## config.mk

```make
export PLATFORM = sky130hd
export DESIGN_NAME = frame_length_pairer
export DESIGN_NICKNAME = d
export VERILOG_FILES = /design/src/rtl/frame_length_pairer.sv
export SDC_FILE = /design/constraint.sdc
export NUM_CORES = 1
export LEC_CHECK = 0
export BUFFER_PORTS_ARGS = -buffer_cell sky130_fd_sc_hd__buf_2
export CAP_MARGIN = 5
export CORE_UTILIZATION = 40
export CTS_CLUSTER_SIZE = 20
export DETAILED_ROUTE_END_ITERATION = 10
export PLACE_DENSITY = 0.89
export SYNTH_ARGS = -nofsm -noshare
export SYNTH_HDL_FRONTEND = slang
export SYNTH_SLANG_ARGS = --single-unit
```

## constraint.sdc

```tcl
create_clock -name clk -period 3.07 [get_ports clk]
set_input_delay 0.1535 -clock clk [delete_from_list [all_inputs] [get_ports clk]]
set_output_delay 0.1535 -clock clk [all_outputs]
set_load 0.02 [all_outputs]
```

## src/rtl/frame_length_pairer.sv

```systemverilog
// Pairs a frame-length token with its AXI4-Stream frame and forwards the frame with the length on tuser.
// Define FRAME_LENGTH_PAIRER_CHECK_EN to build the L1 length recheck (length_error / error_count).
module frame_length_pairer #(
  parameter int C_AXIS_TDATA_WIDTH      = 8,
  parameter int C_AXIS_TKEEP_WIDTH      = C_AXIS_TDATA_WIDTH / 8,
  parameter int FRAME_LENGTH_WIDTH      = 16,
  parameter int ENABLE_TIMESTAMP_FOOTER = 1,
  parameter int TIMESTAMP_WIDTH         = 72,
  parameter int L1_LENGTH_OFFSET        = 24,
  parameter int ERROR_COUNT_WIDTH       = 16
) (
  input  logic                          clk,
  input  logic                          rstn,
  input  logic [FRAME_LENGTH_WIDTH-1:0] s_axis_frame_length_tdata,
  input  logic                          s_axis_frame_length_tvalid,
  output logic                          s_axis_frame_length_tready,
  input  logic [C_AXIS_TDATA_WIDTH-1:0] s_axis_tdata,
  input  logic [C_AXIS_TKEEP_WIDTH-1:0] s_axis_tkeep,
  input  logic                          s_axis_tvalid,
  output logic                          s_axis_tready,
  input  logic                          s_axis_tlast,
  output logic [C_AXIS_TDATA_WIDTH-1:0] m_axis_tdata,
  output logic [C_AXIS_TKEEP_WIDTH-1:0] m_axis_tkeep,
  output logic [FRAME_LENGTH_WIDTH-1:0] m_axis_tuser,
  output logic                          m_axis_tvalid,
  input  logic                          m_axis_tready,
  output logic                          m_axis_tlast,
  output logic                          length_error,
  output logic [ERROR_COUNT_WIDTH-1:0]  error_count
);

  typedef enum logic {IDLE, FORWARD} state_t;

  state_t                        state;
  logic [FRAME_LENGTH_WIDTH-1:0] length_reg;
  logic                          token_hs;
  logic                          beat_hs;

  // Handshake outputs are gated by rstn so they drop the instant reset asserts.
  assign s_axis_frame_length_tready = rstn && (state == IDLE);
  assign s_axis_tready              = rstn && (state == FORWARD) && m_axis_tready;
  assign m_axis_tvalid              = rstn && (state == FORWARD) && s_axis_tvalid;
  assign m_axis_tdata               = s_axis_tdata;
  assign m_axis_tkeep               = s_axis_tkeep;
  assign m_axis_tlast               = s_axis_tlast;
  assign m_axis_tuser               = length_reg;

  assign token_hs = s_axis_frame_length_tvalid && s_axis_frame_length_tready;
  assign beat_hs  = s_axis_tvalid && s_axis_tready;

`ifdef FRAME_LENGTH_PAIRER_CHECK_EN
  localparam logic [FRAME_LENGTH_WIDTH-1:0] OFFSET   = FRAME_LENGTH_WIDTH'(L1_LENGTH_OFFSET);
  localparam logic [FRAME_LENGTH_WIDTH-1:0] TS_BYTES =
    (ENABLE_TIMESTAMP_FOOTER != 0) ? FRAME_LENGTH_WIDTH'(TIMESTAMP_WIDTH / 8) : '0;
  localparam logic [FRAME_LENGTH_WIDTH-1:0] BEAT_BYTES = FRAME_LENGTH_WIDTH'(C_AXIS_TKEEP_WIDTH);

  logic [FRAME_LENGTH_WIDTH-1:0] byte_counter;
  logic [FRAME_LENGTH_WIDTH-1:0] num_bytes;
  logic [FRAME_LENGTH_WIDTH-1:0] computed;

  // Byte count of a beat is the highest enabled lane + 1, not a popcount.
  always_comb begin
    num_bytes = '0;
    for (int unsigned i = 0; i < C_AXIS_TKEEP_WIDTH; i++) begin
      if (s_axis_tkeep[i]) num_bytes = FRAME_LENGTH_WIDTH'(i + 1);
    end
  end

  assign computed = byte_counter + num_bytes - TS_BYTES;
`else
  assign length_error = 1'b0;
  assign error_count  = '0;
`endif

  always_ff @(posedge clk or negedge rstn) begin
    if (!rstn) begin
      state      <= IDLE;
      length_reg <= '0;
`ifdef FRAME_LENGTH_PAIRER_CHECK_EN
      byte_counter <= OFFSET;
      length_error <= 1'b0;
      error_count  <= '0;
`endif
    end else begin
`ifdef FRAME_LENGTH_PAIRER_CHECK_EN
      length_error <= 1'b0;
`endif
      case (state)
        IDLE: begin
          if (token_hs) begin
            length_reg <= s_axis_frame_length_tdata;
`ifdef FRAME_LENGTH_PAIRER_CHECK_EN
            byte_counter <= OFFSET;
`endif
            state <= FORWARD;
          end
        end
        FORWARD: begin
          if (beat_hs) begin
            if (s_axis_tlast) begin
              state <= IDLE;
`ifdef FRAME_LENGTH_PAIRER_CHECK_EN
              if (computed != length_reg) begin
                length_error <= 1'b1;
                if (error_count != '1) error_count <= error_count + ERROR_COUNT_WIDTH'(1);
              end
`endif
            end else begin
`ifdef FRAME_LENGTH_PAIRER_CHECK_EN
              byte_counter <= byte_counter + BEAT_BYTES;
`endif
            end
          end
        end
        default: state <= IDLE;
      endcase
    end
  end

endmodule

```

# Yosys cells after proc, flatten, opt, wreduce, memory -nomap -nowiden
# Index checks and enable logic that the tools add are counted.
dict set report totals {
  register_bits 17
  latch_bits 0
  ram_bits 0
  mem_bits_ro 0
  in_bits 31
  output_inout_bits 46
  mem_count 0
}
dict set report op_classes {
  addsub 0
  n_mul 0
  div_mod_pow 0
  order_cmp 0
  eq_ne 0
  shift 0
  muxes 4
  n_bitwise 1
  reduce_logical 7
}
# cell count
set ops {}
lappend ops {{$logic_and 1x1->1} 6}
lappend ops {{$mux 1} 3}
lappend ops {{$pmux 1 s2} 1}
lappend ops {{$reduce_and 2->1} 1}
lappend ops {{$not 1->1} 1}

# Depth between registers and ports, before layout
dict set report logic_depth {
  ltp_word 5
  ltp_mapped 3
  depth_no_buf 2
}

# Worst setup path before layout
# Ideal clock, no wire load.
dict set report synth_path {
  path_kind {register to register}
  from {reg state}
  to {reg length_reg[0] (netlist: m_axis_tuser[0])}
  setup_time_ns 0.125
  arrival_time_ns 1.047
  setup_slack_ns 1.897
  stages_incl_launch_ff 4
  path_cell_list {dfrtp_1 -> nand3b_4 -> buf_6 -> mux2_4}
}
dict set report synth_via {
  elab_chain_len 4
}
# item line
set synth_lines {}
lappend synth_lines {{start, declared} 34} ;# state_t state;
lappend synth_lines {{start signal, assigned} 77} ;# state <= IDLE;
lappend synth_lines {{start signal, assigned} 95} ;# state <= FORWARD;
lappend synth_lines {{start signal, assigned} 101} ;# state <= IDLE;
lappend synth_lines {{$not 1->1 *} -}
lappend synth_lines {{$logic_and 1x1->1} 40} ;# assign s_axis_frame_length_tready = rstn && (state == IDLE);
lappend synth_lines {{$logic_and 1x1->1} 48} ;# assign token_hs = s_axis_frame_length_tvalid && s_axis_frame_length_tready;
lappend synth_lines {{$reduce_and 2->1 (no line) *} -}
lappend synth_lines {{end signal, assigned} 91} ;# length_reg <= s_axis_frame_length_tdata;
lappend synth_lines {{end, declared} 35} ;# logic [FRAME_LENGTH_WIDTH-1:0] length_reg;
# Every way passes the cells marked *; elsewhere a longest branch is shown, timed or not.
# A chain may end at the register's enable or synchronous reset.

# Worst setup path after layout
dict set report layout_path {
  from {in rstn}
  to {reg length_reg[13] (netlist: m_axis_tuser[13])}
}
dict set report layout_via {
  elab_chain_len 3
}
# item line
set layout_lines {}
lappend layout_lines {{start, declared} 13} ;# input logic rstn,
lappend layout_lines {{$logic_and 1x1->1} 40}
lappend layout_lines {{$logic_and 1x1->1} 48}
lappend layout_lines {{$reduce_and 2->1 (no line)} -}
# No other way between the ends.

==> impl_metrics.ini <==
[synthesis]
synth.ff_latch_count = 17
yosysTopAreaCellShare_pct = 46.64
ys_types = 11
ys_top_cells_by_count = buf_4, dfrtp_1, mux2_4
synth_edf_count = 0
ys_seq_area_share_pct = 46.64
async_reset_ff_share_pct = 100.0
netlist_instances = 68
synth_most_common_cell = buf_4
synth_area_um2 = 912.1
yosys-top-cells-area = dfrtp_1, buf_4, mux2_4
yosysTopAreaCell = dfrtp_1
ys.flop_type = dfrtp_1
syn_area_per_cell_um2 = 13.41
ys_warn_count = 0

[timing]
fmax_ghz = 0.6085
drv_slew = 0
min_period_ps = 1643
setup_viol = 0
fin_setup_tns_ps = 0
rsz0062_at_grt = no
fin_skew_ps = 9.260
setup_ws_ps = 1427
holdWs_ps = 100.4
hold_viol = 0
fin_crit_sh_pct = 53.53

[layout]
final_util_pct = 50.67
syn_to_final_growth_pct = 13.44
fin_area_um2 = 1035
n_antenna_cell = 0
nNetsFinal = 134
fill_cells = 193
final_layout_size_suffix_gt1_share_pct = 61.76

[critical_path]
worst-path-max-fanout = 22
path_class = in -> reg
cp.required_ps = 3230
endpoint_kind = flop
critical_path_arrival_ps = 1800
worst_setup_path_start_kind = input pin

[pwr]
share_comb_of_total_power_pct = 48.2
p_leak_nw = 0.5904
power_density_nw_per_um2 = 951.8
power.switching_mw = 0.3813
peakVddDrop_uv = 381.2
clockPowerShare_pct = 11.2
p_int_mw = 0.6036
pwr-share-seq_pct = 40.6
netSwitchingFraction_pct = 38.71

[floorplan]
core_um2 = 2042
fp.dieW_um = 49.75
die_h_um = 49.75
start_util_pct = 44.67
num_io_pins = 77
rows = 16
die_area_um2 = 2475

[global_route]
antenna_found_initial = 0
grt_pass1_vias = 528
overflow = 0
gr-usage-all-layers_pct = 12.11
grt_max_degree = 23
grt_pass1_wl_mm = 2.256

[status]
status = complete, no violations

[place]
port_buffers = 41
placed_cell_area_um2 = 997.2
dp_hpwl_mm = 1.181
place_ws_ps = 1645
gp_congestion = 0.6006

[drt]
drc = 0
viasPerCell = 4.078
via_count = 526
routed_wl_mm = 1.452
drt_iter0_markers = 2
dr.pass1.iters = 3
route.antenna.remaining_nets = 0
wire_per_inst_um = 11.26

[cts]
clk_pin_slew_ps = 100
cts_buffer_depth = 2
cts_tree = yes
clock_sinks = 17
cts_setup_buffers = 0
clk_root_buffer_cell = clkbuf_4
ctsHtreeMaxLevel = 1
clk_latency_ps = 280
numCtsBuffers = 3

[run]
maxCapViolCount = 0

[worst_hold_path]
hold_path.class = in -> reg
## path summary, 6_finish.rpt
check	start	to	slack (ps)	cells after the start
setup reg to reg	state	m_axis_tuser[13]	1790	2
hold reg to reg	m_axis_tuser[6]	m_axis_tuser[6]	520	1
hold / removal	s_axis_frame_length_tdata[12]	m_axis_tuser[12]	100	2
min in group asynchronous	rstn	m_axis_tuser[7]	350	2
setup / recovery	rstn	m_axis_tuser[13]	1430	4
max in group asynchronous	rstn	m_axis_tuser[0]	2400	2
## worst max-delay path, cell delays in order
cell	delay, ps
dlygate4sd3_1	520
buf_2	400
nand3b_4	340
mux2_4	380
## routing by layer
layer  vias to the layer above  global-route usage, %  part of all wire [%]
li1                        248                      -                     -
met1                       234                  15.55                    44
met2                        40                  17.79                    42
met3                         4                  4.630                    12
met4                         0                  5.714                   1.2
met5                         -                      0                     0
## power groups by stage
stage          logic [mW]  registers, mW  clock network, mW
2_1_floorplan       0.225          0.532                  0
3_3_place_gp        0.469          0.398                  0
3_5_place_dp        0.484          0.401                  0
4_1_cts             0.481          0.400              0.114
5_1_grt             0.503          0.412              0.126
6_report            0.475          0.400              0.110
## sequential cells by signal, indices dropped and copies added, names as in the netlist
register,flops
m_axis_tuser,16
state,1
## cells in the final DEF, fill, tap and decap left out
cell	netlist	layout
mux2_2	7	7
nor2b_1	1	1
and3_1	2	2
conb_1	1	17
mux2_4	9	9
buf_2	0	41
dfrtp_1	17	17
nand3b_4	1	1
a21bo_2	1	1
clkinv_2	0	1
clkbuf_4	0	3
nand4_1	1	1
dlygate4sd3_1	0	1
## area by class of cell
cell class	count	area, um2	share of cell area (%)
clock buffer	3	22.52	2.177
clock inverter	1	5.005	0.4837
multi-input combinational	39	332.8	32.16
sequential	17	425.4	41.11
tap	27	33.78	3.265
timing repair buffer	42	215.2	20.80
## metrics by stage
stage | power [mW] | cells
after floorplan | 0.7573 | 84
after global placement | 0.8671 | 124
after detailed placement | 0.8842 | 124
after CTS | 0.9953 | 129
after global routing | 1.041 | 129
final | 0.9849 | 129
## repair_timing
action / in CTS / in global routing
hold buffers: 1 / 0
resized for setup: 0 / 0
endpoints found under the setup margin: 0 / 0
hold endpoints to repair: 17 / 0
## cells by family (layout without fill, tap and decap cells)
group / count (synthesis) / count (layout) / synth area share, %
flip-flops: 17 / 17 / 46.64
AO/OA/AOI/OAI: 1 / 1 / 1.097
AND/OR/NAND/NOR: 5 / 5 / 4.939
other: 1 / 17 / 0.4111
buffers and inverters: 28 / 46 / 23.46
multiplexers: 16 / 16 / 23.46
Power figures use the tool's default switching activity.
